[src/rtl/load_store_unit_pkg.sv]
// lsu_pkg: shared types and helpers for the load/store unit.
//   mem_op_t     - memory operation encoding presented on req_op
//   lsu_state_t  - sequencing states of the unit
//   is_load      - true for the five load operations
//   is_misaligned- true when the byte offset violates the natural alignment of op
package lsu_pkg;

    typedef enum logic [2:0] {
        LD_B  = 3'd0,
        LD_H  = 3'd1,
        LD_W  = 3'd2,
        LD_BU = 3'd3,
        LD_HU = 3'd4,
        ST_B  = 3'd5,
        ST_H  = 3'd6,
        ST_W  = 3'd7
    } mem_op_t;

    typedef enum logic [1:0] {
        LSU_IDLE   = 2'd0,
        LSU_ACCESS = 2'd1,
        LSU_WRITE  = 2'd2,
        LSU_RESP   = 2'd3
    } lsu_state_t;

    function automatic logic is_load(input mem_op_t op);
        logic ld;
        case (op)
            LD_B, LD_H, LD_W, LD_BU, LD_HU: ld = 1'b1;
            default:                        ld = 1'b0;
        endcase
        return ld;
    endfunction

    function automatic logic is_misaligned(input mem_op_t op, input logic [1:0] off);
        logic mis;
        case (op)
            LD_H, LD_HU, ST_H: mis = off[0];
            LD_W, ST_W:        mis = (off != 2'b00);
            default:           mis = 1'b0;
        endcase
        return mis;
    endfunction

endpackage

[src/rtl/load_store_unit_if.sv]
// load_store_unit_if: request/response handshake plus the word-wide RAM port.
//   req_*  : request from execute (valid/ready), op, byte address, store data
//   resp_* : one-cycle completion pulse with load data and alignment error
//   ram_*  : word address, write data, write enable and async read data
//   master : the side issuing requests and modelling the RAM
//   slave  : the load/store unit
interface load_store_unit_if
    import lsu_pkg::*;
#(
    parameter int ADDR_W = 16
);
    logic              req_valid;
    logic              req_ready;
    mem_op_t           req_op;
    logic [31:0]       req_addr;
    logic [31:0]       req_wdata;
    logic              resp_valid;
    logic [31:0]       resp_rdata;
    logic              resp_ale;
    logic [ADDR_W-3:0] ram_a;
    logic [31:0]       ram_d;
    logic              ram_we;
    logic [31:0]       ram_spo;

    modport master (
        output req_valid, req_op, req_addr, req_wdata, ram_spo,
        input  req_ready, resp_valid, resp_rdata, resp_ale, ram_a, ram_d, ram_we
    );

    modport slave (
        input  req_valid, req_op, req_addr, req_wdata, ram_spo,
        output req_ready, resp_valid, resp_rdata, resp_ale, ram_a, ram_d, ram_we
    );
endinterface

[src/rtl/load_store_unit_mem_lane_align.sv]
// mem_lane_align: combinational lane steering for the load/store unit.
//   op       : memory operation
//   off      : byte offset within the word (addr[1:0])
//   ld_word  : word read from RAM for a load
//   old_word : previously read word for a sub-word store
//   st_data  : store data (low byte / low halfword used for ST_B / ST_H)
//   ld_data  : extracted and sign/zero-extended load result
//   st_word  : old_word with the addressed lane(s) replaced
module mem_lane_align
    import lsu_pkg::*;
(
    input  mem_op_t     op,
    input  logic [1:0]  off,
    input  logic [31:0] ld_word,
    input  logic [31:0] old_word,
    input  logic [31:0] st_data,
    output logic [31:0] ld_data,
    output logic [31:0] st_word
);
    logic [7:0]  byte_s;
    logic [15:0] half_s;

    // Load extract and extend; little-endian, lane n is bits [8n+7:8n].
    always_comb begin
        case (off)
            2'd0:    byte_s = ld_word[7:0];
            2'd1:    byte_s = ld_word[15:8];
            2'd2:    byte_s = ld_word[23:16];
            2'd3:    byte_s = ld_word[31:24];
            default: byte_s = 8'd0;
        endcase
        if (off[1]) begin
            half_s = ld_word[31:16];
        end else begin
            half_s = ld_word[15:0];
        end
        case (op)
            LD_B:    ld_data = {{24{byte_s[7]}}, byte_s};
            LD_BU:   ld_data = {24'd0, byte_s};
            LD_H:    ld_data = {{16{half_s[15]}}, half_s};
            LD_HU:   ld_data = {16'd0, half_s};
            LD_W:    ld_data = ld_word;
            default: ld_data = 32'd0;
        endcase
    end

    // Store merge: replace only the addressed lane(s) of the old word.
    always_comb begin
        st_word = old_word;
        case (op)
            ST_B: begin
                case (off)
                    2'd0:    st_word[7:0]   = st_data[7:0];
                    2'd1:    st_word[15:8]  = st_data[7:0];
                    2'd2:    st_word[23:16] = st_data[7:0];
                    2'd3:    st_word[31:24] = st_data[7:0];
                    default: st_word        = old_word;
                endcase
            end
            ST_H: begin
                if (off[1]) begin
                    st_word[31:16] = st_data[15:0];
                end else begin
                    st_word[15:0]  = st_data[15:0];
                end
            end
            ST_W:    st_word = st_data;
            default: st_word = old_word;
        endcase
    end
endmodule

[src/rtl/load_store_unit.sv]
// load_store_unit: multi-cycle LA32R load/store unit in front of a word RAM.
//   clk, rst : core clock, synchronous active-high reset
//   bus      : load_store_unit_if.slave (request/response handshake, RAM port)
// One request at a time. Loads and ST_W take one RAM cycle; ST_B/ST_H read
// the old word then write the merged word. Misaligned requests skip the RAM.
module load_store_unit
    import lsu_pkg::*;
#(
    parameter int ADDR_W = 16
) (
    input  logic               clk,
    input  logic               rst,
    load_store_unit_if.slave   bus
);
    lsu_state_t        state_q, state_d;
    mem_op_t           op_q, op_d;
    logic [ADDR_W-1:0] addr_q, addr_d;
    logic [31:0]       wdata_q, wdata_d;
    logic [31:0]       old_q, old_d;
    logic [31:0]       rdata_q, rdata_d;
    logic              ale_q, ale_d;

    logic [31:0]       ld_data_s;
    logic [31:0]       st_word_s;
    logic              ram_we_s;
    logic [31:0]       ram_d_s;
    logic              req_mis_s;
    logic              sub_store_s;

    assign req_mis_s   = is_misaligned(bus.req_op, bus.req_addr[1:0]);
    assign sub_store_s = (op_q == ST_B) || (op_q == ST_H);

    mem_lane_align u_align (
        .op       (op_q),
        .off      (addr_q[1:0]),
        .ld_word  (bus.ram_spo),
        .old_word (old_q),
        .st_data  (wdata_q),
        .ld_data  (ld_data_s),
        .st_word  (st_word_s)
    );

    // State register.
    always_ff @(posedge clk) begin
        if (rst) begin
            state_q <= LSU_IDLE;
        end else begin
            state_q <= state_d;
        end
    end

    // Next-state logic.
    always_comb begin
        state_d = state_q;
        case (state_q)
            LSU_IDLE: begin
                if (bus.req_valid) begin
                    state_d = req_mis_s ? LSU_RESP : LSU_ACCESS;
                end else begin
                    state_d = LSU_IDLE;
                end
            end
            LSU_ACCESS: state_d = sub_store_s ? LSU_WRITE : LSU_RESP;
            LSU_WRITE:  state_d = LSU_RESP;
            LSU_RESP:   state_d = LSU_IDLE;
            default:    state_d = LSU_IDLE;
        endcase
    end

    // Request latch, load result and old-word capture.
    always_comb begin
        op_d    = op_q;
        addr_d  = addr_q;
        wdata_d = wdata_q;
        old_d   = old_q;
        rdata_d = rdata_q;
        ale_d   = ale_q;
        case (state_q)
            LSU_IDLE: begin
                if (bus.req_valid) begin
                    op_d    = bus.req_op;
                    addr_d  = bus.req_addr[ADDR_W-1:0];
                    wdata_d = bus.req_wdata;
                    ale_d   = req_mis_s;
                    rdata_d = 32'd0;
                end else begin
                    op_d    = op_q;
                end
            end
            LSU_ACCESS: begin
                if (is_load(op_q)) begin
                    rdata_d = ld_data_s;
                end else if (sub_store_s) begin
                    old_d   = bus.ram_spo;
                end else begin
                    rdata_d = 32'd0;
                end
            end
            default: begin
                ale_d = ale_q;
            end
        endcase
    end

    // Datapath registers.
    always_ff @(posedge clk) begin
        if (rst) begin
            op_q    <= LD_B;
            addr_q  <= '0;
            wdata_q <= 32'd0;
            old_q   <= 32'd0;
            rdata_q <= 32'd0;
            ale_q   <= 1'b0;
        end else begin
            op_q    <= op_d;
            addr_q  <= addr_d;
            wdata_q <= wdata_d;
            old_q   <= old_d;
            rdata_q <= rdata_d;
            ale_q   <= ale_d;
        end
    end

    // RAM write decode from registered state only.
    always_comb begin
        ram_we_s = 1'b0;
        ram_d_s  = 32'd0;
        case (state_q)
            LSU_ACCESS: begin
                if (op_q == ST_W) begin
                    ram_we_s = 1'b1;
                    ram_d_s  = wdata_q;
                end else begin
                    ram_we_s = 1'b0;
                end
            end
            LSU_WRITE: begin
                ram_we_s = 1'b1;
                ram_d_s  = st_word_s;
            end
            default: begin
                ram_we_s = 1'b0;
            end
        endcase
    end

    // rst overrides the decoded strobes so an aborted access never writes or responds.
    assign bus.ram_we     = ram_we_s & ~rst;
    assign bus.ram_d      = ram_d_s;
    assign bus.ram_a      = addr_q[ADDR_W-1:2];
    assign bus.req_ready  = (state_q == LSU_IDLE);
    assign bus.resp_valid = (state_q == LSU_RESP) & ~rst;
    assign bus.resp_rdata = rdata_q;
    assign bus.resp_ale   = ale_q;
endmodule

[src/flat_wrapper.sv]
// flat-port wrapper written by rule: the top's interface ports become plain ports
module load_store_unit_flat import lsu_pkg::*;
#(
    parameter int ADDR_W = 16
)
  (clk, rst, bus_req_valid, bus_req_op, bus_req_addr, bus_req_wdata, bus_ram_spo, bus_req_ready, bus_resp_valid, bus_resp_rdata, bus_resp_ale, bus_ram_a, bus_ram_d, bus_ram_we);
  load_store_unit_if #(.ADDR_W(ADDR_W)) bus_i ();
  input  logic clk;
  input  logic rst;
  input wire logic [$bits(bus_i.req_valid)-1:0] bus_req_valid;
  input wire logic [$bits(bus_i.req_op)-1:0] bus_req_op;
  input wire logic [$bits(bus_i.req_addr)-1:0] bus_req_addr;
  input wire logic [$bits(bus_i.req_wdata)-1:0] bus_req_wdata;
  input wire logic [$bits(bus_i.ram_spo)-1:0] bus_ram_spo;
  output wire logic [$bits(bus_i.req_ready)-1:0] bus_req_ready;
  output wire logic [$bits(bus_i.resp_valid)-1:0] bus_resp_valid;
  output wire logic [$bits(bus_i.resp_rdata)-1:0] bus_resp_rdata;
  output wire logic [$bits(bus_i.resp_ale)-1:0] bus_resp_ale;
  output wire logic [$bits(bus_i.ram_a)-1:0] bus_ram_a;
  output wire logic [$bits(bus_i.ram_d)-1:0] bus_ram_d;
  output wire logic [$bits(bus_i.ram_we)-1:0] bus_ram_we;
  assign bus_i.req_valid = bus_req_valid;
  assign bus_i.req_op = bus_req_op;
  assign bus_i.req_addr = bus_req_addr;
  assign bus_i.req_wdata = bus_req_wdata;
  assign bus_i.ram_spo = bus_ram_spo;
  assign bus_req_ready = bus_i.req_ready;
  assign bus_resp_valid = bus_i.resp_valid;
  assign bus_resp_rdata = bus_i.resp_rdata;
  assign bus_resp_ale = bus_i.resp_ale;
  assign bus_ram_a = bus_i.ram_a;
  assign bus_ram_d = bus_i.ram_d;
  assign bus_ram_we = bus_i.ram_we;
  load_store_unit #(.ADDR_W(ADDR_W)) u_core (.clk(clk), .rst(rst), .bus(bus_i));
endmodule
[config.mk]
export PLATFORM = sky130hd
export DESIGN_NAME = load_store_unit_flat
export DESIGN_NICKNAME = d
export VERILOG_FILES = /design/src/rtl/load_store_unit_pkg.sv /design/src/rtl/load_store_unit_if.sv /design/src/rtl/load_store_unit_mem_lane_align.sv /design/src/rtl/load_store_unit.sv /design/src/flat_wrapper.sv
export SDC_FILE = /design/constraint.sdc
export NUM_CORES = 1
export LEC_CHECK = 0
export ABC_AREA = 1
export BUFFER_PORTS_ARGS = -buffer_cell sky130_fd_sc_hd__buf_2
export CORE_MARGIN = 2
export CORE_UTILIZATION = 45
export CTS_CLUSTER_SIZE = 14
export DETAILED_ROUTE_END_ITERATION = 8
export PLACE_DENSITY = 0.76
export REMOVE_ABC_BUFFERS = 1
export SKIP_CTS_REPAIR_TIMING = 1
export SLEW_MARGIN = 20
export SYNTH_ARGS = -nofsm -noshare
export SYNTH_HDL_FRONTEND = slang
export SYNTH_HIERARCHICAL = 1
export SYNTH_SLANG_ARGS = --single-unit
[constraint.sdc]
create_clock -name clk -period 2.4 [get_ports clk]
set_input_delay 0 -clock clk [delete_from_list [all_inputs] [get_ports clk]]
set_output_delay 0 -clock clk [all_outputs]
set_load 0.1 [all_outputs]
* Word-level counts from Yosys, hierarchy flattened
Cells that the tools add are included.
** Word-level totals
- Register bits :: 118
- Word-level logic and storage cells :: 68
- Input bits :: 102
- Output and inout bits :: 82
** Cells by class
- Muxes and demuxes :: 25
- Eq/ne operators :: 20
- Reductions and logical operators :: 12
- Bitwise logic cells :: 4
** Operator list (number)
- one-hot mux 32 bit (5 select lines) :: 1
- 2-to-1 mux 32 bit :: 4
- one-hot mux 32 bit (2 select lines) :: 2
- one-hot mux 32 bit (3 select lines) :: 1
- 2-to-1 mux 16 bit :: 3
- 2-to-1 mux 8 bit :: 4
- one-hot mux 8 bit (4 select lines) :: 1
- equality test 3 bit, second input constant :: 7
- equality test 3 x 2 -> 1 bit, second input constant :: 3
- equality test 2 bit, second input constant :: 4
- one-hot mux 2 bit (4 select lines) :: 1
- equality test 3 x 1 -> 1 bit, second input constant :: 2
- AND reduction 3 bit :: 2
- OR reduction 5 bit :: 1
- equality test 2 x 1 -> 1 bit, second input constant :: 2
- logical NOT 2 bit :: 2
- 2-to-1 mux 1 bit :: 4
- 2-to-1 mux 2 bit :: 2
- one-hot mux 1 bit (2 select lines) :: 2
- nonzero test 2 bit :: 2
- logical NOT 3 bit :: 1
- inequality test 3 bit, second input constant :: 1
- OR reduction 3 bit :: 1
- bitwise AND 1 bit :: 2
- other kinds (5) :: 6

* Longest topological paths before layout
- Depth after elaboration :: 6
- Gate-level depth with buffers :: 14
- Depth with buffers taken out :: 13

* Hierarchy
The synthesis kept the hierarchy.
** Modules (own cells, without submodules)
- load_store_unit :: cells an instance 809, area an instance 5383.9 um^2, times used 1, seq. area each 2362.3 um^2
- mem_lane_align :: cells an instance 722, area an instance 2946.6 um^2, times used 1, seq. area each 0.0 um^2

* Worst setup path before layout
OpenSTA, ideal clock, no wires.
- Path kind :: register -> output
- Start point :: register u_core.op_q[2]
- End point :: output bus_ram_d[11]
- Required time :: 2400 ps
- Data arrival time :: 2726 ps
- Buffers on the path :: 1
- Cell stages (with the launch flop) :: 8
- Path slack :: -326 ps
- Path through :: dfxtp_1 -> nand3_1 -> clkbuf_1 -> nor2_1 -> nor2_1 -> nand3_1 -> nand2_1 -> a21oi_1
** On the way
- Longest elaborated chain between the ends :: 3
- Elaborated cells on any way between the ends :: 6
- Classes of those cells :: eq/ne (3); mux (3)
** Ends and longest elaborated chain
- start, declared :: line load_store_unit.sv:16 : mem_op_t op_q, op_d;
- start signal, assigned :: line load_store_unit.sv:115 : op_q <= op_d;
- equality test 3 bit :: line load_store_unit_mem_lane_align.sv:50 : case (op)
- one-hot mux 32 bit (3 select lines) * :: line load_store_unit_mem_lane_align.sv:50
- via u_core.st_word_s[11] :: line load_store_unit.sv:24 : logic [31:0] st_word_s;
- one-hot mux 32 bit (2 select lines) * :: line load_store_unit.sv:128 : case (state_q)
- end, declared :: line flat_wrapper.sv:20 : output wire logic [$bits(bus_i.ram_d)-1:0] bus_ram_d;
Mark *: on every way through the listed nets, which the timed path passes. The rest lies on a longest branch.

* Final worst setup path
- Start point :: register u_core.state_q[0]
- End point :: output bus_ram_d[2]
** On the way
- Longest elaborated chain between the ends :: 2
- Elaborated cells on any way between the ends :: 3
- Classes of those cells :: eq/ne (2); mux (1)
** Ends and longest elaborated chain
- start, declared :: line load_store_unit.sv:15 : lsu_state_t state_q, state_d;
- start signal, assigned :: line load_store_unit.sv:48 : state_q <= state_d;
- equality test 2 bit or equality test 2 x 1 -> 1 bit (tied branches) :: line load_store_unit.sv:128
- one-hot mux 32 bit (2 select lines) * :: line load_store_unit.sv:128
Mark *: on every way between the ends. The rest lies on a longest branch, timed or not.

==> metrics.md <==
| Metric | Value |
|---|---|
| WL met3 | `1960 um` |
| Initial antenna violation count | `0` |
| PortBufs | `167` |
| Clk_lat worst skew | `0.42 ns` |
| WS Path Type | `register to output pin` |
| Synth cell types | `23` |
| Number of remaining DRC errors | `11` |
| Core Area | `18100 um2` |
| Rows | `49` |
| Number of enable flip-flop cells after synthesis | `0` |
| CTS max path bufs | `2` |
| Worst Hold Endpoint | `u_core/old_q[11]$_SDFFE_PP0P_` |
| Count leader, synth | `nand2_1` |
| First-pass GRT wire length | `41100 um` |
| Routability congestion estimate | `0.854` |
| Initial Util | `0.461` |
| Non-Filler Instances | `1959` |
| Multi-input logic area | `4870 um2` |
| Synth top area cells | `dfxtp_1 (28%), nand2_1 (23%), nor2_1 (13%)` |
| Drt first-iter violations | `1013` |
| Vias | `10053` |
| Clock-pin slew on the worst setup and hold paths | `0.06 ns` |
| First-pass DRT Iterations | `8` |
| CTS tree | `yes` |
| Layout cells sized above 1 | `0.146` |
| Run status | `finished, violations left` |
| Register area | `2370 um2` |
| Total track usage | `0.254` |
| Slew HR | `0.364` |
| Area leader, netlist | `dfxtp_1` |
| Crit start category | `register` |
| PD cells | `713 nW/um2` |
| Worst reg-to-reg setup slack | `0.30 ns` |
| Synth Flop Type | `dfxtp_1` |
| CTS Sinks | `118` |
| Die W | `140 um` |
| Crit path required time | `2.40 ns` |
| # nets final | `1823` |
| I/O pin total | `184` |
| Failing checks | `DRC` |
| Hold Path Stages | `3` |
| WL met1 | `11200 um` |
| Hold Path Class | `primary input to register` |
| CTS Buf Count | `17` |
| Yosys reg bits | `118` |
| R2r startpoint | `u_core/addr_q[1]$_SDFFE_PP0P_` |
| Area Overhead vs Synth | `34.0%` |
| Number of synthesis warnings | `6` |
| Worst Clk Skew | `0.00599 ns` |
| Yosys top cell area share | `0.284` |
| Max VDD drop | `0.000450 V` |
| Vias in the first global route | `8686` |
| Setup violators final | `0` |
| Minimum clock period | `2.33 ns` |
| Tcrit/Tclk final | `0.972` |
| Worst-Margin Slew | `0.954 ns` |
| Critical-path maximum fanout | `16` |
| Top cells by count, synth | `nand2_1 (520), nor2_1 (286), nand3_1 (163)` |
| Post-DRT Antenna Nets | `0` |
| Fillers | `1724` |
| Vias per cell | `5.13` |
| Diodes inserted | `0` |
| Worst R2R Path Depth | `11` |
| Total gr overflow | `0` |
| Fin util | `0.617` |
| Pin count of the biggest net entering global routing | `97` |
| Die area | `19600 um2` |
| Uppermost routed layer | `met4` |
| Worst R2R End | `u_core/bus.resp_rdata[17]$_SDFFE_PP0P_` |
| Final hold violations | `0` |
| Gate Count Post-Synth | `1531` |
| CTS H-tree depth | `4` |
| Worst Path Arrival | `2.33 ns` |
| DP HPWL | `16500 um` |
| Mapped cell area | `8330 um2` |
| Routed WL | `26500 um` |
| WL met2 | `12800 um` |
| Max-slew violations | `0` |
| Placed insts | `1838` |
| Die Y | `140 um` |
| Wire per inst | `13.5 um` |
| LEAKAGE | `5.46 nW` |
| Synth async-reset ratio | `0` |
| CP Capture Type | `output pin` |
| Max Cap Viol | `0` |
| Max Clk Rate | `429 MHz` |
| Post-synthesis sequential area ratio | `0.284` |
| Mean area per synthesized cell | `5.44 um2` |
| Hold wc startpoint | `rst` |
| Clk root buf | `clkbuf_16` |
## flip-flops by register name, indices dropped and copies added, names as in the netlist
signal / flops
u_core/addr_q: 16
u_core/bus.resp_ale: 1
u_core/bus.resp_rdata: 32
u_core/old_q: 32
u_core/op_q: 3
u_core/state_q: 2
u_core/wdata_q: 32
## kinds of logic (layout without fill, tap and decap cells)
logic type	Yosys count	count (layout)	synth area share
AO/OA/AOI/OAI	161	161	0.0981
XOR/XNOR	1	1	0.00105
adder cells (fa/ha/maj)	4	4	0.00601
buffers and inverters	264	463	0.137
flip-flops	118	118	0.284
AND/OR/NAND/NOR	983	983	0.474
## worst max-delay path, cell delays in order (launching register included)
cell        delay, ns
dfxtp_1          0.36
inv_1            0.08
ha_1             0.53
clkinvlp_4       0.19
buf_12           0.18
a21oi_1          0.33
buf_12           0.23
## routing by layer
layer | global-route usage | vias to the layer above
met5 | 0 | -
met4 | 0.0835 | 0
met3 | 0.0653 | 57
met2 | 0.425 | 368
met1 | 0.321 | 4558
li1 | - | 5070
## stage by stage
stage	total power, W	setup TNS [ns]	area (um2)	hold slack [ns]	setup WS (ns)
CTS	0.00779	-2.81	10200	-0.186	-0.156
detailed placement	0.00507	0	9620	0.258	0.266
finish	0.00795	0	11200	0.133	0.0675
global placement	0.00503	0	9620	0.248	0.306
floorplan	0.00443	-191.62	7760	0.0691	-1.93
global route	0.00838	-0.0328	11200	0.132	-0.0195
## placed cells by master (no fill, tap or decap), drive strengths merged
master / n
o21ai: 62
clkinv: 5
ha: 4
nand4: 5
nor3: 1
nand2: 526
clkinvlp: 4
dlygate4sd3: 84
nor2: 288
clkbuf: 22
a21oi: 99
xnor2: 1
bufinv: 4
inv: 150
dfxtp: 118
nand3: 163
buf: 194
## power by group
part / leakage, nW / switching, W / internal (W)
Sequential: 0.970 / 0.000142 / 0.00217
Clock: 0.298 / 0.000947 / 0.00175
Combinational: 4.19 / 0.00217 / 0.000778
## worst max-delay path by stage
stage,start,endpoint
2_1_floorplan,u_core/state_q[1]$_SDFF_PP0_,bus_ram_d[0]
3_3_place_gp,u_core/op_q[1]$_SDFFE_PP0P_,bus_ram_d[0]
3_5_place_dp,u_core/addr_q[1]$_SDFFE_PP0P_,u_core/bus.resp_rdata[17]$_SDFFE_PP0P_
4_1_cts,u_core/op_q[1]$_SDFFE_PP0P_,bus_ram_d[2]
5_1_grt,u_core/state_q[1]$_SDFF_PP0_,bus_ram_d[2]
6_report,u_core/state_q[0]$_SDFF_PP0_,bus_ram_d[2]
## final cells by class
type / instances / area share
clock buffers: 22 / 0.0407
clock inverters: 10 / 0.0137
inverters: 152 / 0.0520
multi-input cells: 1149 / 0.436
flip-flops and latches: 118 / 0.212
well taps: 229 / 0.0257
repair buffers: 278 / 0.219
repair inverters: 1 / 0.000673
Note: power is estimated with default switching activity, not from simulation.
